## src/rtl/mux_n_1_seq_pkg.sv

```systemverilog
`default_nettype none
// ============================================================================
//  Module      : mux_n_1_seq_pkg
//  Description : Shared definitions for the sequential N:1 word selector.
//                Holds the walk-direction encoding used on s_dir.
//  Revision    : 1.0 - initial release
// ============================================================================
package mux_n_1_seq_pkg;

  // Direction of the index walk across the held bundle.
  typedef enum logic {
    DIR_INC = 1'b0,  // index increments, wrapping N-1 -> 0
    DIR_DEC = 1'b1   // index decrements, wrapping 0 -> N-1
  } dir_e;

endpackage : mux_n_1_seq_pkg
`default_nettype wire

```

## src/rtl/mux_n_1.sv

```systemverilog
`default_nettype none
// ============================================================================
//  Module      : mux_n_1
//  Description : Combinational N:1 word multiplexer, N = 2**LOG2_N.
//                Word i of the bundle occupies i_data[i*WIDTH +: WIDTH].
//  Ports       : i_data  - packed bundle of N words, word 0 at the LSBs
//                i_sel   - index of the word to route to the output
//                o_data  - selected word
//  Revision    : 1.0 - initial release
// ============================================================================
module mux_n_1 #(
  parameter int WIDTH    = 8,
  parameter int LOG2_N   = 2,
  parameter int IN_WIDTH = (1 << LOG2_N) * WIDTH
) (
  input  logic [IN_WIDTH-1:0] i_data,
  input  logic [LOG2_N-1:0]   i_sel,
  output logic [WIDTH-1:0]    o_data
);

  localparam int N = 1 << LOG2_N;

  logic [WIDTH-1:0] w_words [N];

  for (genvar gi = 0; gi < N; gi++) begin : g_words
    assign w_words[gi] = i_data[gi*WIDTH +: WIDTH];
  end

  assign o_data = w_words[i_sel];

endmodule : mux_n_1
`default_nettype wire

```

## src/rtl/mux_n_1_seq.sv

```systemverilog
`default_nettype none
// ============================================================================
//  Module      : mux_n_1_seq
//  Description : Sequential, handshaked N:1 word selector. Accepts a bundle
//                of N = 2**LOG2_N words with a start index, a beat count and
//                a direction, then emits the selected words one per beat on
//                a registered valid/ready stream, wrapping modulo N.
//  Ports       : clk      - sole clock, rising edge
//                reset    - synchronous reset, active low
//                s_data   - request bundle, word i at s_data[i*WIDTH +: WIDTH]
//                s_sel    - index of the first word emitted
//                s_count  - beats minus one
//                s_dir    - 0 increment, 1 decrement (modulo N)
//                s_valid  - request valid
//                s_ready  - request accepted when s_valid && s_ready
//                m_data   - selected word (registered)
//                m_idx    - index of the word on m_data (registered)
//                m_last   - final beat of the request (registered)
//                m_valid  - output beat valid (registered)
//                m_ready  - beat consumed when m_valid && m_ready
//  Revision    : 1.0 - initial release
// ============================================================================
module mux_n_1_seq
  import mux_n_1_seq_pkg::*;
#(
  parameter int WIDTH    = 8,
  parameter int LOG2_N   = 2,
  parameter int IN_WIDTH = (1 << LOG2_N) * WIDTH
) (
  input  logic                clk,
  input  logic                reset,
  input  logic [IN_WIDTH-1:0] s_data,
  input  logic [LOG2_N-1:0]   s_sel,
  input  logic [LOG2_N-1:0]   s_count,
  input  logic                s_dir,
  input  logic                s_valid,
  output logic                s_ready,
  output logic [WIDTH-1:0]    m_data,
  output logic [LOG2_N-1:0]   m_idx,
  output logic                m_last,
  output logic                m_valid,
  input  logic                m_ready
);

  typedef enum logic [0:0] {
    ST_IDLE = 1'b0,
    ST_SEND = 1'b1
  } state_e;

  localparam logic [LOG2_N-1:0] IDX_ONE  = LOG2_N'(1);
  localparam logic [LOG2_N-1:0] IDX_ZERO = '0;

  // --------------------------------------------------------------------------
  // Registers
  // --------------------------------------------------------------------------
  state_e              r_state;
  logic [IN_WIDTH-1:0] r_bundle;
  dir_e                r_dir;
  logic [LOG2_N-1:0]   r_rem;
  logic [LOG2_N-1:0]   r_idx;
  logic [WIDTH-1:0]    r_data;
  logic                r_last;
  logic                r_valid;

  // --------------------------------------------------------------------------
  // Combinational
  // --------------------------------------------------------------------------
  state_e              w_state_nxt;
  logic                w_load_new;
  logic                w_advance;
  logic                w_drop;
  logic                w_xfer;
  logic                w_ready;
  logic                w_accept;
  logic [LOG2_N-1:0]   w_step_idx;
  logic [IN_WIDTH-1:0] w_mux_bundle;
  logic [LOG2_N-1:0]   w_mux_sel;
  logic [WIDTH-1:0]    w_mux_data;

  assign w_xfer = r_valid && m_ready;

  // Ready is freed in the cycle the last beat transfers so that a follow-on
  // request loads its first beat on the same edge (no bubble). Held low while
  // reset is asserted so nothing is accepted during reset.
  assign w_ready  = reset && ((r_state == ST_IDLE) || (w_xfer && r_last));
  assign w_accept = s_valid && w_ready;

  // LOG2_N-bit arithmetic gives the modulo-N wrap for free.
  assign w_step_idx = (r_dir == DIR_DEC) ? (r_idx - IDX_ONE) : (r_idx + IDX_ONE);

  // A single selector serves both cases: on accept it picks the first word
  // straight from the incoming bundle, otherwise the next word from the held
  // bundle. Its output only reaches m_data through a register.
  assign w_mux_bundle = w_load_new ? s_data : r_bundle;
  assign w_mux_sel    = w_load_new ? s_sel  : w_step_idx;

  mux_n_1 #(
    .WIDTH    (WIDTH),
    .LOG2_N   (LOG2_N),
    .IN_WIDTH (IN_WIDTH)
  ) u_mux (
    .i_data (w_mux_bundle),
    .i_sel  (w_mux_sel),
    .o_data (w_mux_data)
  );

  // --------------------------------------------------------------------------
  // FSM: next state and datapath control
  // --------------------------------------------------------------------------
  always_comb begin
    w_state_nxt = r_state;
    w_load_new  = 1'b0;
    w_advance   = 1'b0;
    w_drop      = 1'b0;
    case (r_state)
      ST_IDLE: begin
        if (w_accept) begin
          w_load_new  = 1'b1;
          w_state_nxt = ST_SEND;
        end
      end
      ST_SEND: begin
        // Without a transfer everything holds: valid never drops unconsumed.
        if (w_xfer) begin
          if (!r_last) begin
            w_advance = 1'b1;
          end else if (w_accept) begin
            w_load_new = 1'b1;
          end else begin
            w_drop      = 1'b1;
            w_state_nxt = ST_IDLE;
          end
        end
      end
      default: begin
        w_state_nxt = ST_IDLE;
      end
    endcase
  end

  always_ff @(posedge clk) begin
    if (!reset) begin
      r_state <= ST_IDLE;
    end else begin
      r_state <= w_state_nxt;
    end
  end

  // --------------------------------------------------------------------------
  // Datapath registers
  // --------------------------------------------------------------------------
  always_ff @(posedge clk) begin
    if (!reset) begin
      r_bundle <= '0;
      r_dir    <= DIR_INC;
      r_rem    <= '0;
      r_idx    <= '0;
      r_data   <= '0;
      r_last   <= 1'b0;
      r_valid  <= 1'b0;
    end else if (w_load_new) begin
      r_bundle <= s_data;
      r_dir    <= dir_e'(s_dir);
      r_rem    <= s_count;
      r_idx    <= s_sel;
      r_data   <= w_mux_data;
      r_last   <= (s_count == IDX_ZERO);
      r_valid  <= 1'b1;
    end else if (w_advance) begin
      r_idx    <= w_step_idx;
      r_data   <= w_mux_data;
      r_rem    <= r_rem - IDX_ONE;
      // Remaining is about to become zero: this is the final beat.
      r_last   <= (r_rem == IDX_ONE);
    end else if (w_drop) begin
      r_valid  <= 1'b0;
      r_last   <= 1'b0;
    end
  end

  // --------------------------------------------------------------------------
  // Outputs
  // --------------------------------------------------------------------------
  assign s_ready = w_ready;
  assign m_data  = r_data;
  assign m_idx   = r_idx;
  assign m_last  = r_last;
  assign m_valid = r_valid;

endmodule : mux_n_1_seq
`default_nettype wire

```

## config.mk

```make
export PLATFORM = sky130hd
export DESIGN_NAME = mux_n_1_seq
export DESIGN_NICKNAME = d
export VERILOG_FILES = /design/src/rtl/mux_n_1_seq_pkg.sv /design/src/rtl/mux_n_1.sv /design/src/rtl/mux_n_1_seq.sv
export SDC_FILE = /design/constraint.sdc
export NUM_CORES = 1
export LEC_CHECK = 0
export ABC_CLOCK_PERIOD_IN_PS = 1700
export CAP_MARGIN = 0
export CORE_MARGIN = 3
export CORE_UTILIZATION = 45
export CTS_CLUSTER_DIAMETER = 100
export DETAILED_ROUTE_END_ITERATION = 8
export PLACE_DENSITY = 0.73
export SKIP_LAST_GASP = 1
export SYNTH_ARGS = -nofsm -noshare
export SYNTH_HDL_FRONTEND = slang
export SYNTH_SLANG_ARGS = --single-unit
export TNS_END_PERCENT = 30
```

## constraint.sdc

```tcl
create_clock -name clk -period 1.7 [get_ports clk]
set_input_delay 0.255 -clock clk [delete_from_list [all_inputs] [get_ports clk]]
set_output_delay 0.255 -clock clk [all_outputs]
set_load 0.05 [all_outputs]
```

Yosys cells after proc, flatten, opt, wreduce, memory -nomap -nowiden --
Index checks and enable logic that the tools add are counted.
Storage, ports and cells: bits in registers 48, bits in latches 0, RAM bits 0, memory bits (read-only) 0, bits of input ports 41, output and inout bits 13, word-level logic and storage cells 57, memories kept 0
Cells by class: add/sub/neg operators 3, $mul 0, divide/modulo/power cells 0, magnitude comparators 1, equal/unequal tests 2, shifts and indexed selects 0, muxes and demuxes 31, bitwise gates (word level) 2, reduce and logical (&&, ||, !) cells 10
Operator list (number):
- $mux W32 | 1
- $mux W8 | 4
- $mux W1 | 17
- $bmux W8 S2 | 1
- $mux W2 | 6
- $logic_and A1 B1 Y1 | 4
- $pmux W1 S2 | 2
- $reduce_bool A2 Y1 | 2
- $sub A2 B1 Y2 const B | 2
- $ge A3 B3 Y1 const B | 1
- $not A2 Y3 | 1
- $reduce_bool A3 Y1 | 1
- $add A2 B1 Y2 const B | 1
- $eq A2 B1 Y1 const B | 1
- $logic_not A2 Y1 | 1
- $ne A2 B2 Y1 const B | 1
- $reduce_and A2 Y1 | 1
- $logic_or A1 B1 Y1 | 1
- $not A1 Y1 | 1

Logic depth before layout (Yosys ltp) --
depth in word-level cells 16, depth in mapped cells 6, gate-level depth less buffers 5

By module --
A second synthesis with hierarchy kept.
Second synthesis, totals: cell total of the unflattened synthesis 195, area, all modules 2304.7 µm²
By module, submodules not included:
- mux_n_1_seq | instances 1, cells an instance 185, area an instance 2108.3 µm², seq. area each 960.9 µm²
- mux_n_1 | instances 1, cells an instance 10, area an instance 196.4 µm², seq. area each 0.0 µm²

Worst setup path after synthesis --
Ideal clock, no wire load.
path type reg2out, start point register r_valid, in the netlist m_valid, end point output port s_ready, arrival time 2.117 ns, required time 1.445 ns, path slack -0.672 ns, cell stages (with the launch flop) 3, path buffers 0, cell sequence dfxtp_1 -> nand3_1 -> a21boi_0
On the way: cells in the longest elaborated chain, start to end 4
Ends and longest elaborated chain:
- start, declared | line mux_n_1_seq.sv:63 | logic r_valid;
- start signal, assigned | line mux_n_1_seq.sv:160 | r_valid <= 1'b0;
- start signal, assigned | line mux_n_1_seq.sv:168 | r_valid <= 1'b1;
- start signal, assigned | line mux_n_1_seq.sv:176 | r_valid <= 1'b0;
- $logic_and A1 B1 Y1 | line mux_n_1_seq.sv:80 | assign w_xfer = r_valid && m_ready;
- $logic_and A1 B1 Y1 | line mux_n_1_seq.sv:85 | assign w_ready = reset && ((r_state == ST_IDLE) || (w_xfer && r_last));
- $logic_or A1 B1 Y1 | line mux_n_1_seq.sv:85
- $logic_and A1 B1 Y1 | line mux_n_1_seq.sv:85
- end, declared | line mux_n_1_seq.sv:37 | output logic s_ready,
Every way passes these cells.

Worst setup path after layout --
start point input port m_ready, end point output port s_ready
On the way: cells in the longest elaborated chain, start to end 4
Ends and longest elaborated chain:
- start, declared | line mux_n_1_seq.sv:42 | input logic m_ready
- $logic_and A1 B1 Y1 | line mux_n_1_seq.sv:80
- $logic_and A1 B1 Y1 | line mux_n_1_seq.sv:85
- $logic_or A1 B1 Y1 | line mux_n_1_seq.sv:85
- $logic_and A1 B1 Y1 | line mux_n_1_seq.sv:85
Every way passes these cells.

==> impl_results.md <==
* Post-route ant nets at 0
* Run status: completed
* CTS Buf Count at 5
* Pwr dens at 779 nW/um^2
* DPL Wire Length at 4050 um
* Worst reg2reg setup slack at 140 ps
* Fin crit share at 95.2%
* Syn-to-layout area delta at 32.4%
* Die width at 79.1 um
* Grt met2 use at 30.1%
* Worst skew pair latency at 310 ps
* Critical Path Source Type: input port
* Synth Register Bits at 48
* Peak VDD IR at 0.494 mV
* Syn Nets at 295
* Clock root buffer: clkbuf_8
* Crit Path Max Fanout at 3
* Drt total wl at 5580 um
* CTS max path bufs at 2
* MaxCap Viol Count at 0
* Final setup vio count at 0
* Hold depth at 2
* Crit path kind: in -> out
* Top FF cell, synth: dfxtp_1
* Cell area after synthesis at 2400 sq um
* GPL Wtd Cong at 0.849
* DRC viols at 0
* Cell variety after synth at 30
* Post-CTS Resized at 0
* RR Endpoint: m_data[1]
* Most frequent cells in the layout: 88 x nand2_1, 45 x dfxtp_1, 40 x clkdlybuf4s50_1
* Routed length per instance at 14.6 um
* Fmax at 0.618 GHz
* Worst hold path endpoint: r_bundle[18]
* Vias at 2043
* Syn Inst Count at 253
* Global route total overflow at 0
* Initial antenna violation count at 0
* Crit end category: output pin
* Htree depth at 2
* Initial core utilization at 48.7%
* Vias in the first global route at 1874
* Syn. warnings at 0
* Fin. Hold Viols at 0
* Fin nets at 357
* Buffers on Ports at 53
* Syn avg cell area at 9.51 sq um
* Post-CTS Hold Fix Bufs at 0
* Worst hold start: r_bundle[18]
* Worst-path clk slew at 80 ps
* DR vias/cell at 5.33
* Diodes inserted at 0
* Number of post-CTS setup repair buffers at 0
* Filler cells at 446
* CTS tree: done
* CTS sink cnt at 48
* Hold Path Class: reg -> reg
* Tot GR Track Use at 18.3%
* Ports at 54
* Slew headroom at 74.9%
* Gr busiest metal: met2
* DRT iter0 DRCs at 155
* Leak at 1.22 nW
* R2r worst-path depth at 4
* Routing usage on met1 at 24.2%
* DIE AREA at 6260 sq um
* GRT met3 Usage at 4.54%
* First-pass GRT wire length at 9040 um
* Reg2reg start: r_dir
* Critical path arrival at 1360 ps
* Worst Tran Pin Value at 377 ps
* WP data required at 1440 ps
* Final core utilization at 64.4%
* WHS at 463 ps
* Core Region at 4940 sq um
* Die span in y at 79.1 um
* Seq/Total Area, Yosys at 40.0%
* Synth async-reset ratio at 0%
* Worst Skew at 7.36 ps
* Final worst path period need at 1620 ps
* Cell row count at 25
* RSZ-0062 raised after global routing: false
* Layout cells sized above 1 at 16.8%
* Post-synth EDFFs at 0
* Most common cell after layout, fill and taps aside: nand2_1
* Pre-Repair DR Iteration Count at 4
* Slew Limit Fails at 0
* Largest net degree at the start of global routing at 40
[cell families (layout without fill, tap and decap cells)]
logic type / count (synthesis) / after routing / share of synthesized area, %
AOI/OAI and AO/OA: 62 / 62 / 18.6
xor gates and xnor gates: 4 / 4 / 1.77
adders and majority gates: 1 / 1 / 0.520
buffers and inverters: 23 / 86 / 6.14
DFF: 48 / 48 / 40.0
muxes: 16 / 16 / 16.5
and+or+nand+nor: 99 / 99 / 16.5
[area by class of cell]
cell class              instances  area, sq um  area share [%]
multi-input cells             182         1310            41.1
inverters                       3         11.3           0.354
flip-flops and latches         48          965            30.3
clock buffers                   8         90.1            2.83
well taps                      67         83.8            2.63
repair buffers                 75          726            22.8
[per-layer routing]
layer  vias to the layer above  share of wire (%)
li1                       1017                  -
met1                       971                 47
met2                        50                 48
met3                         5                4.5
met4                         0               0.91
met5                         -                  0
[cells in the mapped netlist (4+ instances only)]
cell | count | area (sq um)
nand2_1 | 88 | 330
dfxtp_1 | 48 | 961
a21boi_0 | 34 | 255
mux4_1 | 10 | 263
a31oi_1 | 9 | 56.3
clkbuf_1 | 8 | 30.0
o31ai_1 | 8 | 60.1
mux4_2 | 6 | 135
clkbuf_8 | 5 | 68.8
nand3_1 | 4 | 20.0
[where the power goes]
group	internal (W)	switching, W
logic	0.000281	0.000266
clock network	0.000332	0.000376
registers	0.00118	0.0000411
[worst max-delay path by stage]
| stage | startpoint | to | slack, ps | cells after the start |
|---|---|---|---|---|
| after global routing | m_ready | s_ready | 10 | 5 |
| after global placement | m_ready | m_data[7] | -40 | 7 |
| after detailed placement | m_ready | r_bundle[16] | -90 | 6 |
| after floorplan | m_idx[0] | m_data[3] | 6 | 4 |
| after CTS | m_ready | s_ready | 80 | 5 |
| final | m_ready | s_ready | 80 | 5 |
[worst max-delay path: stages]
cell and delay (ps):
clkdlybuf4s50_1 490, nand3_1 130, buf_4 160, a21boi_2 180, buf_12 160
[through the flow]
step / TNS [ps] / cells / worst slack (ps) / power [W] / cell area, sq um
after global routing: 0 / 383 / 15.0 / 0.00258 / 3180
after CTS: 0 / 383 / 79.8 / 0.00250 / 3180
final: 0 / 383 / 82.1 / 0.00248 / 3180
after detailed placement: -2030 / 375 / -90.6 / 0.00180 / 3090
after floorplan: 0 / 253 / 6.23 / 0.00156 / 2410
after global placement: -588 / 375 / -39.6 / 0.00179 / 3090
[flip-flops by register name, summed over array words and instances, names as in the netlist]
signal	flops
r_bundle	32
m_valid	1
r_dir	1
r_state	1
m_data	8
m_idx	2
r_rem	2
m_last	1
Note: power is estimated with default switching activity, not from simulation.
==> RTL edit 1, RTL diff (same flow settings) <==
`LOG2_N` is set to 2 in 2 places; all go to 4. Comments in the files are not updated.
--- a/src/rtl/mux_n_1.sv
+++ b/src/rtl/mux_n_1.sv
@@ -11,5 +11,5 @@
 module mux_n_1 #(
   parameter int WIDTH    = 8,
-  parameter int LOG2_N   = 2,
+  parameter int LOG2_N   = 4,
   parameter int IN_WIDTH = (1 << LOG2_N) * WIDTH
 ) (
--- a/src/rtl/mux_n_1_seq.sv
+++ b/src/rtl/mux_n_1_seq.sv
@@ -25,5 +25,5 @@
 #(
   parameter int WIDTH    = 8,
-  parameter int LOG2_N   = 2,
+  parameter int LOG2_N   = 4,
   parameter int IN_WIDTH = (1 << LOG2_N) * WIDTH
 ) (
Interface: changed (resized m_idx, s_count, s_data and s_sel); port bits go from 54 to 156. No check against the original RTL was run, so the function may have changed too.
==> RTL edit 1 against the unedited design <==
- worst setup slack lost 740 ps
- synthesized area grew to 3.2 times the old value
- critical endpoint is now m_data[5]
- routed wire length grew to 4.5 times the old value
- hold slack lost 130 ps
- combinational power grew to 4.4 times the old value
- the run now ends with setup timing left
- critical path depth grew 3
- cell area grew to 3.4 times the old value
- die area grew to 3.0 times the old value
- power grew to 4.0 times the old value
- via count grew to 3.8 times the old value
- sequential cell count grew 100
==> RTL edit 1: results (changes against the unedited design) <==
| Metric | Value |
|---|---|
| Combinational power share | `0.248 (+0.027)` |
| Dpl cells | `1322 (+250%)` |
| Top post-synthesis cells by count | `nand2_1 (331), dfxtp_1 (148), a21oi_1 (135)` |
| IO Port Bufs | `155 (+190%)` |
| Post-Synthesis Net Count | `1076 (+260%)` |
| Clock Latency Late Sink | `430 ps (+120 ps)` |
| Fillcell total | `1338 (+200%)` |
| Status | `complete, but fails checks` |
| Slack of the critical path | `-661 ps (-743 ps)` |
| Setup Buffers After CTS | `4 (+4)` |
| Worst slack at placement | `-770 ps (-679 ps)` |
| Critical path arrival | `2710 ps (+1350 ps)` |
| Gp weighted congestion | `0.956 (+13%)` |
| CP max stage cell | `fa_2` |
| Via count | `7769 (+280%)` |
| Hold Path Class | `input port to register` |
| CP Max Fanout | `8 (+5)` |
| Final setup viols | `11 (+11)` |
| Cell family with most CP delay | `multiplexers` |
| DRT iter0 DRCs | `664 (+330%)` |
| Post-CTS sizing | `16 (+16)` |
| Synth area leaders | `dfxtp_1 (39%), nand2_1 (16%), mux4_2 (9.5%), a21oi_1 (8.9%), mux2i_1 (8.4%)` |
| Cell Area, Placed | `9970 µm² (+220%)` |
| VDD IR max | `0.824 mV (+67%)` |
| Leak | `3.98 nW (+230%)` |
| Global-route wire length before repair | `38100 µm (+320%)` |
| Skew final | `6.27 ps (-1.09 ps)` |
| Total global-route track usage | `0.263 (+0.0795)` |
| Failing checks | `setup timing` |
| CTS Buf Count | `17 (+12)` |
| Mapped Avg Cell Area | `8.18 µm² (-14%)` |
| Final hold slack | `331 ps (-132 ps)` |
| Ratio of cells with drive above 1 in the final layout | `0.191 (+0.0229)` |
| CTS H-tree depth | `4 (+2)` |
| Clk pin slew, worst setup/hold paths | `60 ps (-20 ps)` |
| Clk. pwr | `0.00361 W (+410%)` |
| Worst Hold Depth | `4 (+2)` |
| Register area share after synthesis | `0.389 (-0.0102)` |
| DRT Wirelength | `25200 µm (+350%)` |
| Startpoint types | `register` |
| Worst path max stage delay | `590 ps (+100 ps)` |
| Clock Root Buffer | `clkbuf_16` |
| Setup_tns | `-5230 ps (-5230 ps)` |
| DRT Pass-1 Iters | `7 (+3)` |
| Distinct cell type count after synthesis | `45 (+50%)` |
| Power per cell area | `904 nW/µm² (+16%)` |
| Fin cells | `1365 (+260%)` |
| Grt met1 use | `0.356 (+0.115)` |
| Number of flip-flops under the largest register name | `128 (+300%)` |
| Worst Hold End | `m_idx[2]` |
| Grt met2 use | `0.427 (+0.126)` |
| Dpl hpwl | `17100 µm (+320%)` |
| Largest net degree at the start of global routing | `90 (+130%)` |
| R2r startpoint | `m_idx[1]` |
| Min-delay src | `s_sel[2]` |
| Worst Tran Pin Value | `957 ps (+579 ps)` |
| Worst setup endpoint | `m_data[5]` |
## RTL edit 1: per-layer routing
layer	wire length, µm	part of all wire	vias to the layer above
met5	0	0	-
met4	527	0.021	0
met3	1920	0.076	50
met2	12100	0.48	375
met1	10600	0.42	3705
li1	-	-	3639
## RTL edit 1: cell families (layout without fill, tap and decap cells)
| family | after synthesis | after routing | synth area share |
|---|---|---|---|
| AND/OR/NAND/NOR | 410 | 410 | 0.221 |
| buffers and inverters | 81 | 298 | 0.0571 |
| flip-flops | 148 | 148 | 0.389 |
| adder cells (fa/ha/maj) | 5 | 5 | 0.00921 |
| AO/OA/AOI/OAI | 184 | 186 | 0.136 |
| XOR/XNOR | 6 | 6 | 0.00789 |
| multiplexers | 96 | 96 | 0.179 |
## RTL edit 1: cell type report
cell class,count,area share
Multi-Input combinational cell,703,0.407
Tap cell,216,0.0249
Inverter,5,0.00196
Clock inverter,4,0.00415
Clock buffer,27,0.0473
Sequential cell,148,0.275
Timing Repair Buffer,262,0.240
==> RTL edit 2, RTL diff (same settings) <==
Made on the original files. Reset style: asynchronous (`reset`), changed in 2 clocked blocks. Comments in the files are not updated.
--- a/src/rtl/mux_n_1_seq.sv
+++ b/src/rtl/mux_n_1_seq.sv
@@ -139,5 +139,5 @@
   end
 
-  always_ff @(posedge clk) begin
+  always_ff @(posedge clk or negedge reset) begin
     if (!reset) begin
       r_state <= ST_IDLE;
@@ -150,5 +150,5 @@
   // Datapath registers
   // --------------------------------------------------------------------------
-  always_ff @(posedge clk) begin
+  always_ff @(posedge clk or negedge reset) begin
     if (!reset) begin
       r_bundle <= '0;
Formal check against the unedited RTL: differs if reset is asserted again (counterexample within 4 cycles, from zero or initial values and one cycle with reset low); with reset held inactive, the same outputs for 10 cycles.
==> RTL edit 2 against the unedited design <==
- worst setup slack got worse by 64 ps
- cell count up 14%
- routed wire length up 20%
- power is 3.2% lower
- core utilization rose by 2.4 points
- hold slack got worse by 360 ps
- sequential cell count unchanged
- global-route usage grew 3.4 points
- cell area increased by 12%
- synthesized area is 7.4% higher
- critical path type unchanged
- highest routed layer unchanged
==> RTL edit 2: results (changes against the unedited design) <==
| Metric | Value |
|---|---|
| Synth area leaders | `dfrtp_1 (46%), nand2_1 (17%), mux2i_1 (9.3%), a211oi_1 (4.9%), mux2_2 (3.5%)` |
| Worst Tran Pin Value | `511 ps (+133 ps)` |
| R2r startpoint | `r_dir` |
| Post-Synthesis Net Count | `332 (+13%)` |
| XOR/XNOR share of the synthesized area | `0.0228 (+0.00507)` |
| Switching Fraction | `0.244 (-0.0313)` |
| Ys Warns | `0 (unchanged)` |
| Leak | `1.75 nW (+43%)` |
| Reg2reg path depth | `5 (+1)` |
| Total global-route track usage | `0.217 (+0.0336)` |
| Distinct cell type count after synthesis | `33 (+10%)` |
| Mux cell area share after synthesis | `0.128 (-0.0376)` |
| Fillcell total | `451 (+1.1%)` |
| Largest Register | `r_bundle` |
| Dpl cells | `424 (+13%)` |
| Dpl hpwl | `5050 µm (+25%)` |
| Vias in the first global route | `2210 (+18%)` |
| Critical path arrival | `1430 ps (+70 ps)` |
| Fin cells | `435 (+14%)` |
| Synth Flop Type | `dfrtp_1` |
| CP Max Fanout | `9 (+6)` |
| Clock Root Buffer | `clkbuf_8` |
| IO Port Bufs | `53 (unchanged)` |
| Clk pin slew, worst setup/hold paths | `90 ps` |
| Vias per inst | `5.16 (-3.2%)` |
| Register area share after synthesis | `0.465 (+0.0653)` |
| DRT Pass-1 Iters | `4 (unchanged)` |
| Largest net degree at the start of global routing | `41 (+2.5%)` |
| Adder-Cell Fraction of Synth Area | `0.00484 (-0.000360)` |
| Fraction of registers with async set or reset after synthesis | `1.00 (+1.00)` |
| Post-DR wirelength/cell | `15.4 µm (+5.4%)` |
| Status | `finished, final reports clean` |
| Compound-Gate Fraction of Synth Area | `0.122 (-0.0637)` |
| Top post-synthesis cells by count | `nand2_1 (119), dfrtp_1 (48), mux2i_1 (24)` |
| Skew final | `6.74 ps (-0.624 ps)` |
| Final nets | `406 (+14%)` |
| Gp weighted congestion | `0.778 (-8.4%)` |
| Hold Path Class | `input port to asynchronous set/reset pin` |
| Cell count after synthesis | `290 (+15%)` |
| DRT iter0 DRCs | `101 (-35%)` |
| Ratio of cells with drive above 1 in the final layout | `0.181 (+0.0131)` |
| Global-route wire length before repair | `11000 µm (+21%)` |
| DRT antenna net count | `0 (unchanged)` |
| VDD IR max | `0.341 mV (-31%)` |
## RTL edit 2: changes by cell type in the layout (fill, tap and decap cells not counted), sizes merged, moves of 8 or more
cell and delta:
mux2i +24, nand2 +31, mux4 -16, mux2 +8, nand2b +9, a31oi -9, a21boi -32, a211oi +17
dfxtp -48, o31ai -8, dfrtp +48, nor2 +9
## RTL edit 2: power by group through the flow
stage	clock network, W	registers (W)	logic [W]
global placement	0	0.00123	0.000366
finish	0.000824	0.00121	0.000372
global route	0.000883	0.00121	0.000402
floorplan	0	0.00125	0.000130
CTS	0.000838	0.00121	0.000373
detailed placement	0	0.00123	0.000368
## RTL edit 2: timing repair
| item | 4_1_cts | 5_1_grt |
|---|---|---|
| hold buffers | 1 | 0 |
| buffers inserted | 0 | 2 |
| endpoints found under the hold margin | 8 | 0 |
| setup endpoints to repair | 0 | 5 |
| gates resized for setup | 0 | 1 |
## RTL edit 2: per-stage QoR
step	hold slack, ps	setup slack, ps	util	cell area (µm²)
after detailed placement	268	-141	0.643	3430
after global routing	146	-26.0	0.668	3560
final	107	18.4	0.668	3560
after floorplan	-40.6	13.1	-	2610
after global placement	268	-55.0	0.643	3430
after CTS	115	3.37	0.665	3550
## RTL edit 2: per-layer routing
layer / vias up / global-route usage / share of wire
met5: - / 0 / 0
met4: 0 / 0.0565 / 0.012
met3: 8 / 0.0362 / 0.052
met2: 60 / 0.339 / 0.45
met1: 1048 / 0.312 / 0.48
li1: 1130 / - / -
## RTL edit 2: kinds of logic (layout without fill, tap and decap cells)
logic type,count (synthesis),in the layout
buffers and inverters,18,93
AND/OR/NAND/NOR,146,146
adder cells (fa/ha/maj),1,1
multiplexers,32,32
XOR/XNOR,3,3
AO/OA/AOI/OAI,42,42
flip-flops,48,48
## RTL edit 2: final timing paths
| check | slack (ps) | endpoint |
|---|---|---|
| worst max-delay path | 20 | s_ready |
| worst min-delay path | 110 | r_bundle[26] |
| worst max register to register | 120 | m_data[0] |
| worst min register to register | 480 | r_bundle[22] |
| min in group clk | 380 | r_state |
| max in group asynchronous | 830 | r_bundle[4] |
## RTL edit 2: layout make-up
cell class                 instances  area [µm²]  area share
clock buffer                       6        72.6      0.0204
clock inverter                     2        35.0     0.00983
inverter                           4        15.0     0.00421
multi-input combinational        224        1330       0.373
sequential                        48        1210       0.338
tap                               70        87.6      0.0246
timing repair buffer              81         818       0.230
## RTL edit 2: worst max-delay path, stage by stage
cell and delay (ps):
clkdlybuf4s50_1 520, nand3_2 130, buf_12 170, a21boi_4 190, buf_12 160
